==> src/rtl/sd_cmd_ctrl.sv <==
// SD CMD-line controller: sends a 48-bit command frame with CRC7 and optionally
// receives and checks a 48-bit response. One CMD bit per iclk cycle.
module sd_cmd_ctrl #(
   parameter int unsigned TIMEOUT = 64
) (
   input  logic        iclk,
   input  logic        irst,
   input  logic        istart,
   input  logic [5:0]  icmd_idx,
   input  logic [31:0] iarg,
   input  logic        iresp_en,
   input  logic        icmd,
   output logic        ocmd,
   output logic        ocmd_oe,
   output logic        obusy,
   output logic        odone,
   output logic [5:0]  oresp_idx,
   output logic [31:0] oresp,
   output logic        ocrc_err,
   output logic        otimeout
);

   localparam int unsigned CntMax = (TIMEOUT + 1 > 48) ? TIMEOUT + 1 : 48;
   localparam int unsigned CntW   = $clog2(CntMax);

   typedef enum logic [3:0] {
      StIdle, StTxData, StTxCrc, StTxEnd, StWaitResp, StRxData, StRxCrc, StRxEnd, StDone
   } state_e;

   state_e            state_q, state_d;
   logic [CntW-1:0]   cnt_q, cnt_d;
   logic [39:0]       sr_q, sr_d;
   logic [6:0]        crc_q, crc_d;
   logic [6:0]        crc_sr_q, crc_sr_d;
   logic              resp_en_q, resp_en_d;
   logic              cmd_q, cmd_d;
   logic              oe_q, oe_d;
   logic              busy_q, busy_d;
   logic              done_q, done_d;
   logic [5:0]        resp_idx_q, resp_idx_d;
   logic [31:0]       resp_q, resp_d;
   logic              crc_err_q, crc_err_d;
   logic              tout_q, tout_d;
   logic [39:0]       head;

   // One step of the x^7+x^3+1 CRC generator.
   function automatic logic [6:0] crc7_step(input logic [6:0] c, input logic d);
      logic fb;
      fb = d ^ c[6];
      return {c[5:0], 1'b0} ^ (fb ? 7'h09 : 7'h00);
   endfunction

   assign head = {2'b01, icmd_idx, iarg};

   always_comb begin
      state_d    = state_q;
      cnt_d      = cnt_q;
      sr_d       = sr_q;
      crc_d      = crc_q;
      crc_sr_d   = crc_sr_q;
      resp_en_d  = resp_en_q;
      cmd_d      = cmd_q;
      oe_d       = oe_q;
      done_d     = 1'b0;
      resp_idx_d = resp_idx_q;
      resp_d     = resp_q;
      crc_err_d  = crc_err_q;
      tout_d     = tout_q;

      unique case (state_q)
         StIdle: begin
            crc_d = 7'h00;
            cmd_d = 1'b1;
            oe_d  = 1'b0;
            if (istart) begin
               // First frame bit goes out on the accepting edge.
               cmd_d      = head[39];
               sr_d       = {head[38:0], 1'b0};
               crc_d      = crc7_step(7'h00, head[39]);
               oe_d       = 1'b1;
               cnt_d      = CntW'(1);
               resp_en_d  = iresp_en;
               crc_err_d  = 1'b0;
               tout_d     = 1'b0;
               resp_d     = '0;
               resp_idx_d = '0;
               state_d    = StTxData;
            end
         end
         StTxData: begin
            if (cnt_q == CntW'(40)) begin
               cmd_d    = crc_q[6];
               crc_sr_d = {crc_q[5:0], 1'b0};
               cnt_d    = CntW'(1);
               state_d  = StTxCrc;
            end else begin
               cmd_d = sr_q[39];
               sr_d  = {sr_q[38:0], 1'b0};
               crc_d = crc7_step(crc_q, sr_q[39]);
               cnt_d = cnt_q + CntW'(1);
            end
         end
         StTxCrc: begin
            if (cnt_q == CntW'(7)) begin
               cmd_d   = 1'b1;
               state_d = StTxEnd;
            end else begin
               cmd_d    = crc_sr_q[6];
               crc_sr_d = {crc_sr_q[5:0], 1'b0};
               cnt_d    = cnt_q + CntW'(1);
            end
         end
         StTxEnd: begin
            oe_d  = 1'b0;
            cmd_d = 1'b1;
            crc_d = 7'h00;
            cnt_d = CntW'(1);
            if (resp_en_q) begin
               state_d = StWaitResp;
            end else begin
               done_d  = 1'b1;
               state_d = StDone;
            end
         end
         StWaitResp: begin
            // cnt_q holds the current wait-cycle number, starting at 1.
            if (!icmd) begin
               crc_d   = crc7_step(7'h00, 1'b0);
               cnt_d   = '0;
               state_d = StRxData;
            end else if (cnt_q == CntW'(TIMEOUT)) begin
               tout_d  = 1'b1;
               done_d  = 1'b1;
               state_d = StDone;
            end else begin
               crc_d = 7'h00;
               cnt_d = cnt_q + CntW'(1);
            end
         end
         StRxData: begin
            sr_d  = {sr_q[38:0], icmd};
            crc_d = crc7_step(crc_q, icmd);
            if (cnt_q == CntW'(38)) begin
               crc_sr_d = crc7_step(crc_q, icmd);
               cnt_d    = '0;
               state_d  = StRxCrc;
            end else begin
               cnt_d = cnt_q + CntW'(1);
            end
         end
         StRxCrc: begin
            if (icmd != crc_sr_q[6]) crc_err_d = 1'b1;
            crc_sr_d = {crc_sr_q[5:0], 1'b0};
            if (cnt_q == CntW'(6)) begin
               state_d = StRxEnd;
            end else begin
               cnt_d = cnt_q + CntW'(1);
            end
         end
         StRxEnd: begin
            if (!icmd) crc_err_d = 1'b1;
            resp_idx_d = sr_q[37:32];
            resp_d     = sr_q[31:0];
            done_d     = 1'b1;
            state_d    = StDone;
         end
         StDone: begin
            crc_d   = 7'h00;
            state_d = StIdle;
         end
         default: state_d = StIdle;
      endcase

      busy_d = (state_d != StIdle);
   end

   always_ff @(posedge iclk) begin
      if (irst) begin
         state_q    <= StIdle;
         cnt_q      <= '0;
         sr_q       <= '0;
         crc_q      <= '0;
         crc_sr_q   <= '0;
         resp_en_q  <= 1'b0;
         cmd_q      <= 1'b1;
         oe_q       <= 1'b0;
         busy_q     <= 1'b0;
         done_q     <= 1'b0;
         resp_idx_q <= '0;
         resp_q     <= '0;
         crc_err_q  <= 1'b0;
         tout_q     <= 1'b0;
      end else begin
         state_q    <= state_d;
         cnt_q      <= cnt_d;
         sr_q       <= sr_d;
         crc_q      <= crc_d;
         crc_sr_q   <= crc_sr_d;
         resp_en_q  <= resp_en_d;
         cmd_q      <= cmd_d;
         oe_q       <= oe_d;
         busy_q     <= busy_d;
         done_q     <= done_d;
         resp_idx_q <= resp_idx_d;
         resp_q     <= resp_d;
         crc_err_q  <= crc_err_d;
         tout_q     <= tout_d;
      end
   end

   assign ocmd      = cmd_q;
   assign ocmd_oe   = oe_q;
   assign obusy     = busy_q;
   assign odone     = done_q;
   assign oresp_idx = resp_idx_q;
   assign oresp     = resp_q;
   assign ocrc_err  = crc_err_q;
   assign otimeout  = tout_q;

endmodule

==> config.mk <==
export PLATFORM = sky130hd
export DESIGN_NAME = sd_cmd_ctrl
export DESIGN_NICKNAME = d
export VERILOG_FILES = /design/src/rtl/sd_cmd_ctrl.sv
export SDC_FILE = /design/constraint.sdc
export NUM_CORES = 1
export LEC_CHECK = 0
export CELL_PAD_IN_SITES_DETAIL_PLACEMENT = 0
export CELL_PAD_IN_SITES_GLOBAL_PLACEMENT = 1
export CORE_UTILIZATION = 40
export CTS_BUF_LIST = sky130_fd_sc_hd__clkbuf_8
export CTS_CLUSTER_SIZE = 30
export DETAILED_ROUTE_END_ITERATION = 8
export GPL_TIMING_DRIVEN = 0
export PLACE_DENSITY_LB_ADDON = 0.1
export SETUP_SLACK_MARGIN = 0.1
export SYNTH_ARGS = -nofsm -noshare
export SYNTH_HDL_FRONTEND = slang
export SYNTH_SLANG_ARGS = --single-unit
==> constraint.sdc <==
create_clock -name iclk -period 2.3 [get_ports iclk]
set_input_delay 0.575 -clock iclk [delete_from_list [all_inputs] [get_ports iclk]]
set_output_delay 0.575 -clock iclk [all_outputs]
set_load 0.01 [all_outputs]
==> impl_metrics.env <==
export IMPL_outcome="finished, violations left"
export IMPL_violations="DRC"
export IMPL_yosysUniqueCellTypes=57
export IMPL_cts_tree="yes"
export IMPL_post_synth_xor_area_fraction_pct=1.09
export IMPL_hold_slack_ns=0.481
export IMPL_timing_final_crit_period_ns=2.13
export IMPL_finalHoldViolations=0
export IMPL_die_area_mm2=0.0124
export IMPL_mappedNetlistNets=552
export IMPL_synthDominantCellAreaShare_pct=45.9
export IMPL_final_max_slew_viols=0
export IMPL_netlist_top_cells_count="dfxtp_1, nor2_1, mux2i_1, a211oi_1, a21oi_1"
export IMPL_timing_critical_path_cells="clkdlybuf4s50_1 > nor2b_2 > a21oi_1 > or2_1 > and2_2 > buf_2 > a22o_1"
export IMPL_num_antenna_cells=0
export IMPL_place_hpwl_mm=9.16
export IMPL_port_buffer_count=85
export IMPL_share_seq_of_total_power_pct=52.6
export IMPL_global_route_wire_length_before_repair_mm=20.6
export IMPL_yosys_area_share_simple_pct=15.5
export IMPL_power_dissipated_by_switching_net_loads_mw=1.05
export IMPL_critPathBufInv=2
export IMPL_design_final_nets=648
export IMPL_peakVddDrop_mv=0.451
export IMPL_worstPathArrival_ns=2.41
export IMPL_grt_use_total_pct=20.9
export IMPL_synth_async_sr_flop_share_pct=0
export IMPL_detail_route_drc_violations=2
export IMPL_synthesis_area_per_instance_um2=9.49
export IMPL_gpl_final_weighted_congestion=0.855
export IMPL_power_report_internal_total_mw=2.89
export IMPL_synth_top_family_by_area="compound AO/OA/AOI/OAI gates"
export IMPL_endpoint_kind="flip-flop"
export IMPL_hp_class="reg2reg"
export IMPL_clock_skew_ns=0.0141
export IMPL_critPathRequiredTime_ns=2.58
export IMPL_count_of_vias_placed_by_the_detailed_router=4129
export IMPL_finalCritPeriodShare_pct=92.5
export IMPL_yosys_cell_count_top_type="dfxtp_1"
export IMPL_drt_pre_antenna_iters=6
export IMPL_slew_limit_headroom_pct=63.7
export IMPL_netlist_area_mm2=0.00480
export IMPL_filler_cell_count=1076
export IMPL_clkPwrFrac_pct=34.3
export IMPL_max_slew_worst_pin_slew_ns=0.545
export IMPL_core_mm2=0.0116
export IMPL_path_class="in2reg"
export IMPL_synth_top_flop_cell="dfxtp_1"
export IMPL_clock_insertion_delay_worst_skew_ns=0.39
export IMPL_fin_total_pwr_mw=3.94
export IMPL_rsz_0062_raised_after_global_routing="true"
export IMPL_drtAntennaViolNets=0
export IMPL_cts_max_level=3
export IMPL_post_synth_top_area_cell="dfxtp_1"
export IMPL_detail_route_wirelength_mm=12.6
export IMPL_chipWidth_um=112
export IMPL_postLayoutCoreUtil_pct=52.8
export IMPL_num_rows=39
export IMPL_regToRegSetupSlack_ns=0.20
export IMPL_drt_vias_per_instance=5.51
export IMPL_start_util_pct=41.5
export IMPL_synth_yosys_warnings=0
export IMPL_setup_worst_path_start_class="primary input"
export IMPL_critPathMaxStageDelay_ns=0.56
export IMPL_placedInstanceArea_mm2=0.00583
export IMPL_cts_buffers=9
export IMPL_p_comb_share_pct=13.1
export IMPL_crit_path_max_fanout=10
export IMPL_proportion_of_synthesized_chip_area_in_sequential_cells_pct=45.9
export IMPL_synth_compound_gate_area_share_pct=22.7
export IMPL_timing_fmax_ghz=0.470
export IMPL_synth_edf_count=0
export IMPL_layout_area_seq_mm2=0.00220
export IMPL_report_final_setup_viol=0
export IMPL_final_layout_size_suffix_gt1_share_pct=10.0
export IMPL_final_design_area_no_fill_mm2=0.00611
export IMPL_power_density_mw_per_mm2=645
export IMPL_detailedRoute_firstIterationViolations=236
export IMPL_post_synthesis_instance_total=506
export IMPL_path_delay_family="simple AND/OR/NAND/NOR gates"
export IMPL_ctsRootBufferMaster="clkbuf_8"
export IMPL_yosys_area_share_adder_pct=0.782
export IMPL_post_synth_mux_area_share_pct=9.59
export IMPL_syn_to_final_growth_pct=27.2
export IMPL_cts_path_max_buffers=2
export IMPL_grt_antenna_before_repair=0
export IMPL_cap_violations=0
export IMPL_postSynthRegisterBits=110
export IMPL_chipHeight_um=112
export IMPL_clk_pin_slew_ns=0.10
export IMPL_p_leak_nw=2.32
export IMPL_synth_top_cells_by_area="dfxtp_1, mux2i_1, a211oi_1, nor2_1, a22o_1"
export IMPL_globalRouteOverflowTotal=0
export IMPL_first_global_vias=4095
export IMPL_post_drt_wl_per_cell_um=16.8
export IMPL_design_portCount=87
export IMPL_pin_count_of_the_biggest_net_entering_global_routing=19
export IMPL_crit_slowest_cell="clkdlybuf4s50_1"
export IMPL_multi_input_area_mm2=0.00241
export IMPL_clock_sinks=110
export IMPL_power_switching_share_pct=26.7
## cell type report
class	instances	area share (%)
clock buffer	10	2.25
multi-input combinational	349	39.5
inverter	7	0.430
buffer	39	3.22
clock inverter	6	1.54
tap	143	2.93
sequential	110	36.1
timing repair buffer	86	14.1
## what timing repair did
| action | in CTS | in global routing |
|---|---|---|
| resized for setup | 6 | 6 |
| endpoints found under the setup margin | 53 | 38 |
| setup buffers | 0 | 1 |
| hold buffers | 0 | 0 |
| pin swaps | 0 | 1 |
## placed cells by master, fill, tap and decap left out, types with 4 or more instances in the layout
master           count
a211oi_1            40
a21oi_1             28
a22o_1              26
a22oi_1             13
a311oi_1             9
buf_2               20
buf_4                4
clkbuf_1            12
clkbuf_8            10
clkdlybuf4s50_1     85
dfxtp_1            110
inv_1                8
mux2i_1             46
nand2_1             16
nand2b_1             5
nand3_1             11
nor2_1              75
nor2b_1              7
nor3_1               4
or3_1                5
xnor2_1              4
## path summary, 6_finish.rpt
check | from | end | depth (start not counted)
worst max-delay path | istart | oresp[6]$_SDFFE_PP0P_ | 7
worst min-delay path | crc_q[4]$_SDFFE_PP0P_ | crc_q[4]$_SDFFE_PP0P_ | 2
worst max register to register | cnt_q[0]$_SDFFE_PP0P_ | sr_q[8]$_SDFFE_PP0P_ | 8
worst min register to register | crc_q[4]$_SDFFE_PP0P_ | crc_q[4]$_SDFFE_PP0P_ | 2
## metrics by stage
stage	cells	setup TNS (ns)	worst slack (ns)
final	750	0	0.172
after global routing	750	0	0.0419
after CTS	749	0	0.156
after detailed placement	734	-23.60	-0.417
after global placement	734	-22.42	-0.415
after floorplan	506	0	0.450
## registers in the layout, indices dropped and copies added, names as in the netlist
signal,cells
ocmd,1
ocrc_err,1
crc_q,7
sr_q,40
state_q,4
ocmd_oe,1
otimeout,1
obusy,1
crc_sr_q,7
oresp_idx,6
odone,1
oresp,32
resp_en_q,1
cnt_q,7
## layer usage
layer	track usage (%)	wire length (um)	vias to the layer above
met3	6.15	665	10
met5	0	0	-
met1	26.0	5850	1967
met2	35.2	5990	102
li1	-	-	2050
met4	5.68	123	0
## power by group through the flow
stage / clock network, mW / registers (mW) / logic, mW
3_5_place_dp: 0 / 2.12 / 0.505
3_3_place_gp: 0 / 2.11 / 0.497
4_1_cts: 1.39 / 2.07 / 0.512
5_1_grt: 1.46 / 2.09 / 0.563
6_report: 1.35 / 2.07 / 0.515
2_1_floorplan: 0 / 2.09 / 0.334
## kinds of logic (layout without fill, tap and decap cells)
kind of cell             after synthesis  count (layout)
flip-flops                           110             110
AO/OA/AOI/OAI                        142             142
AND/OR/NAND/NOR                      152             152
adder cells (fa/ha/maj)                3               3
XOR/XNOR                               6               6
multiplexers                          46              46
buffers and inverters                 47             148
## worst min-delay path: cells and delay by family (launching register included)
family / cells / cell delay, ns
AOI/OAI and AO/OA: 1 / 0.05
DFF: 1 / 0.34
and+or+nand+nor: 1 / 0.05
No activity file was read; power rests on OpenSTA's default activity.
==> RTL edit: new RTL, same settings <==
The parameter `TIMEOUT` goes from 64 to 32.
--- a/src/rtl/sd_cmd_ctrl.sv
+++ b/src/rtl/sd_cmd_ctrl.sv
@@ -2,5 +2,5 @@
 // receives and checks a 48-bit response. One CMD bit per iclk cycle.
 module sd_cmd_ctrl #(
-   parameter int unsigned TIMEOUT = 64
+   parameter int unsigned TIMEOUT = 32
 ) (
    input  logic        iclk,
Formal check against the unedited RTL: no difference found for any inputs over 10 cycles, from zero or initial values and one cycle with irst high; that may be too few to reach the edited logic, so the function may still have changed.
==> RTL edit against the unedited design <==
  * Combinational power is 4.3% higher
  * Setup slack better by 0.020 ns
  * Design area is 4.0% higher
  * Sequential share of layout area is 1.7 points lower
  * Count of clock-buffer cells in the layout stayed put
  * Sequential cell count is 1 lower
  * Area after synthesis is 3.6% higher
  * Power is 3.7% lower
  * Clock power is 10% lower
  * Wire length is 22% higher
  * Synthesized cell count is 25% higher
  * Utilization is 0.16 points lower
  * Critical path type is now reg2reg
  * Largest cell class unchanged
  * Largest power group unchanged
==> RTL edit: results (changes against the unedited design) <==
relSlewSlack: 0.504  # -0.132
grt_max_degree: 18  # -1
routabilityCongestion: 0.888  # +3.9%
post_cts_buffers: 1  # +1
ys_types: 59  # +3.5%
post-route-util: 0.527  # -0.00163
wl_met1_microns: 7240  # +24%
ir_drop_uv: 453  # +0.36%
dp_cells: 885  # +21%
route.met2.wl_microns: 6880  # +15%
cts_root_buffer: "clkbuf_8"
skew_ns: 0.00754  # -0.00658 ns
avgSynthCellArea_sq_um: 7.88  # -17%
switchingPower_mw: 1.06  # +1.2%
use_met3: 0.0558  # -0.00572
outcome: "completed"
cellLeakagePower_nw: 2.30  # -1.2%
first_global_vias: 4594  # +12%
via_per_inst: 5.52  # +0.34%
grt_pass1_wl_microns: 24200  # +17%
drtIter0Drc: 390  # +65%
syn_nets: 678  # +23%
fillCellCount: 1187  # +10%
max_stage_delay_ns: 0.33  # -0.23 ns
drive_gt1_frac: 0.100  # -0.000494
fp-row-count: 40  # +2.6%
pre_cts_slack_ns: -0.414  # +0.00281 ns
first_pass_iters: 5  # -1
synth_commonest_cells: "nand2_1, dfxtp_1, a21oi_1, nor2_1, nand3_1"
ys_top_cells_by_area: "dfxtp_1, nand2_1, a311oi_1, a21oi_1, nand3_1"
wl_met3_microns: 983  # +48%
critPathSlowestCell: "dfxtp_1"
stdcell_count: 908  # +21%
ys_seq_area_frac: 0.438  # -0.0202
nNetsFinal: 781  # +21%
cts_resized: 4  # -2
arrival_ns: 2.37  # -0.04 ns
RTL edit: cell types whose count changed in the layout (fill, tap and decap cells not counted), moves of 13 or more:
cell,change
mux2i_1,-43
a22oi_1,-13
nand2_1,+133
nand3_1,+39
a211oi_1,-36
a22o_1,-26
a21oi_1,+37
nor2_1,-26
a311oi_1,+33
RTL edit: logic make-up (layout without fill, tap and decap cells):
group,Yosys count,in the layout,share of synthesized area
AOI/OAI and AO/OA,149,149,0.205
xor gates and xnor gates,5,5,0.00880
adders and majority gates,3,3,0.00754
buffers and inverters,63,171,0.0626
DFF,109,109,0.438
muxes,3,3,0.00603
and+or+nand+nor,300,300,0.271
RTL edit: cell type report:
type                       instances  share of cell area
multi-input combinational        460               0.399
inverter                          10             0.00591
timing repair buffer              92               0.142
clock buffer                      10              0.0217
clock inverter                     6              0.0100
tap                              168              0.0331
buffer                            53              0.0447
sequential                       109               0.344
RTL edit: power groups by stage:
stage | Clock, mW | Sequential [mW] | Combinational (mW)
global placement | 0 | 2.09 | 0.513
global route | 1.31 | 2.06 | 0.586
floorplan | 0 | 2.07 | 0.325
CTS | 1.24 | 2.04 | 0.525
finish | 1.21 | 2.05 | 0.537
detailed placement | 0 | 2.09 | 0.522
RTL edit: worst paths after layout:
kind	start	endpoint	slack, ns	cells after the start
worst max register to register	state_q[0]	sr_q[39]	0.19	8
worst min-delay path	resp_en_q	resp_en_q	0.46	2
worst min register to register	resp_en_q	resp_en_q	0.46	2
worst max-delay path	state_q[0]	sr_q[39]	0.19	8
RTL edit: worst max-delay path, delay by kind of cell (launching register included):
family          cells  cell delay [ns]
simple gates        2             0.48
compound gates      2             0.30
flops               1             0.33
buf+inv             4             0.89
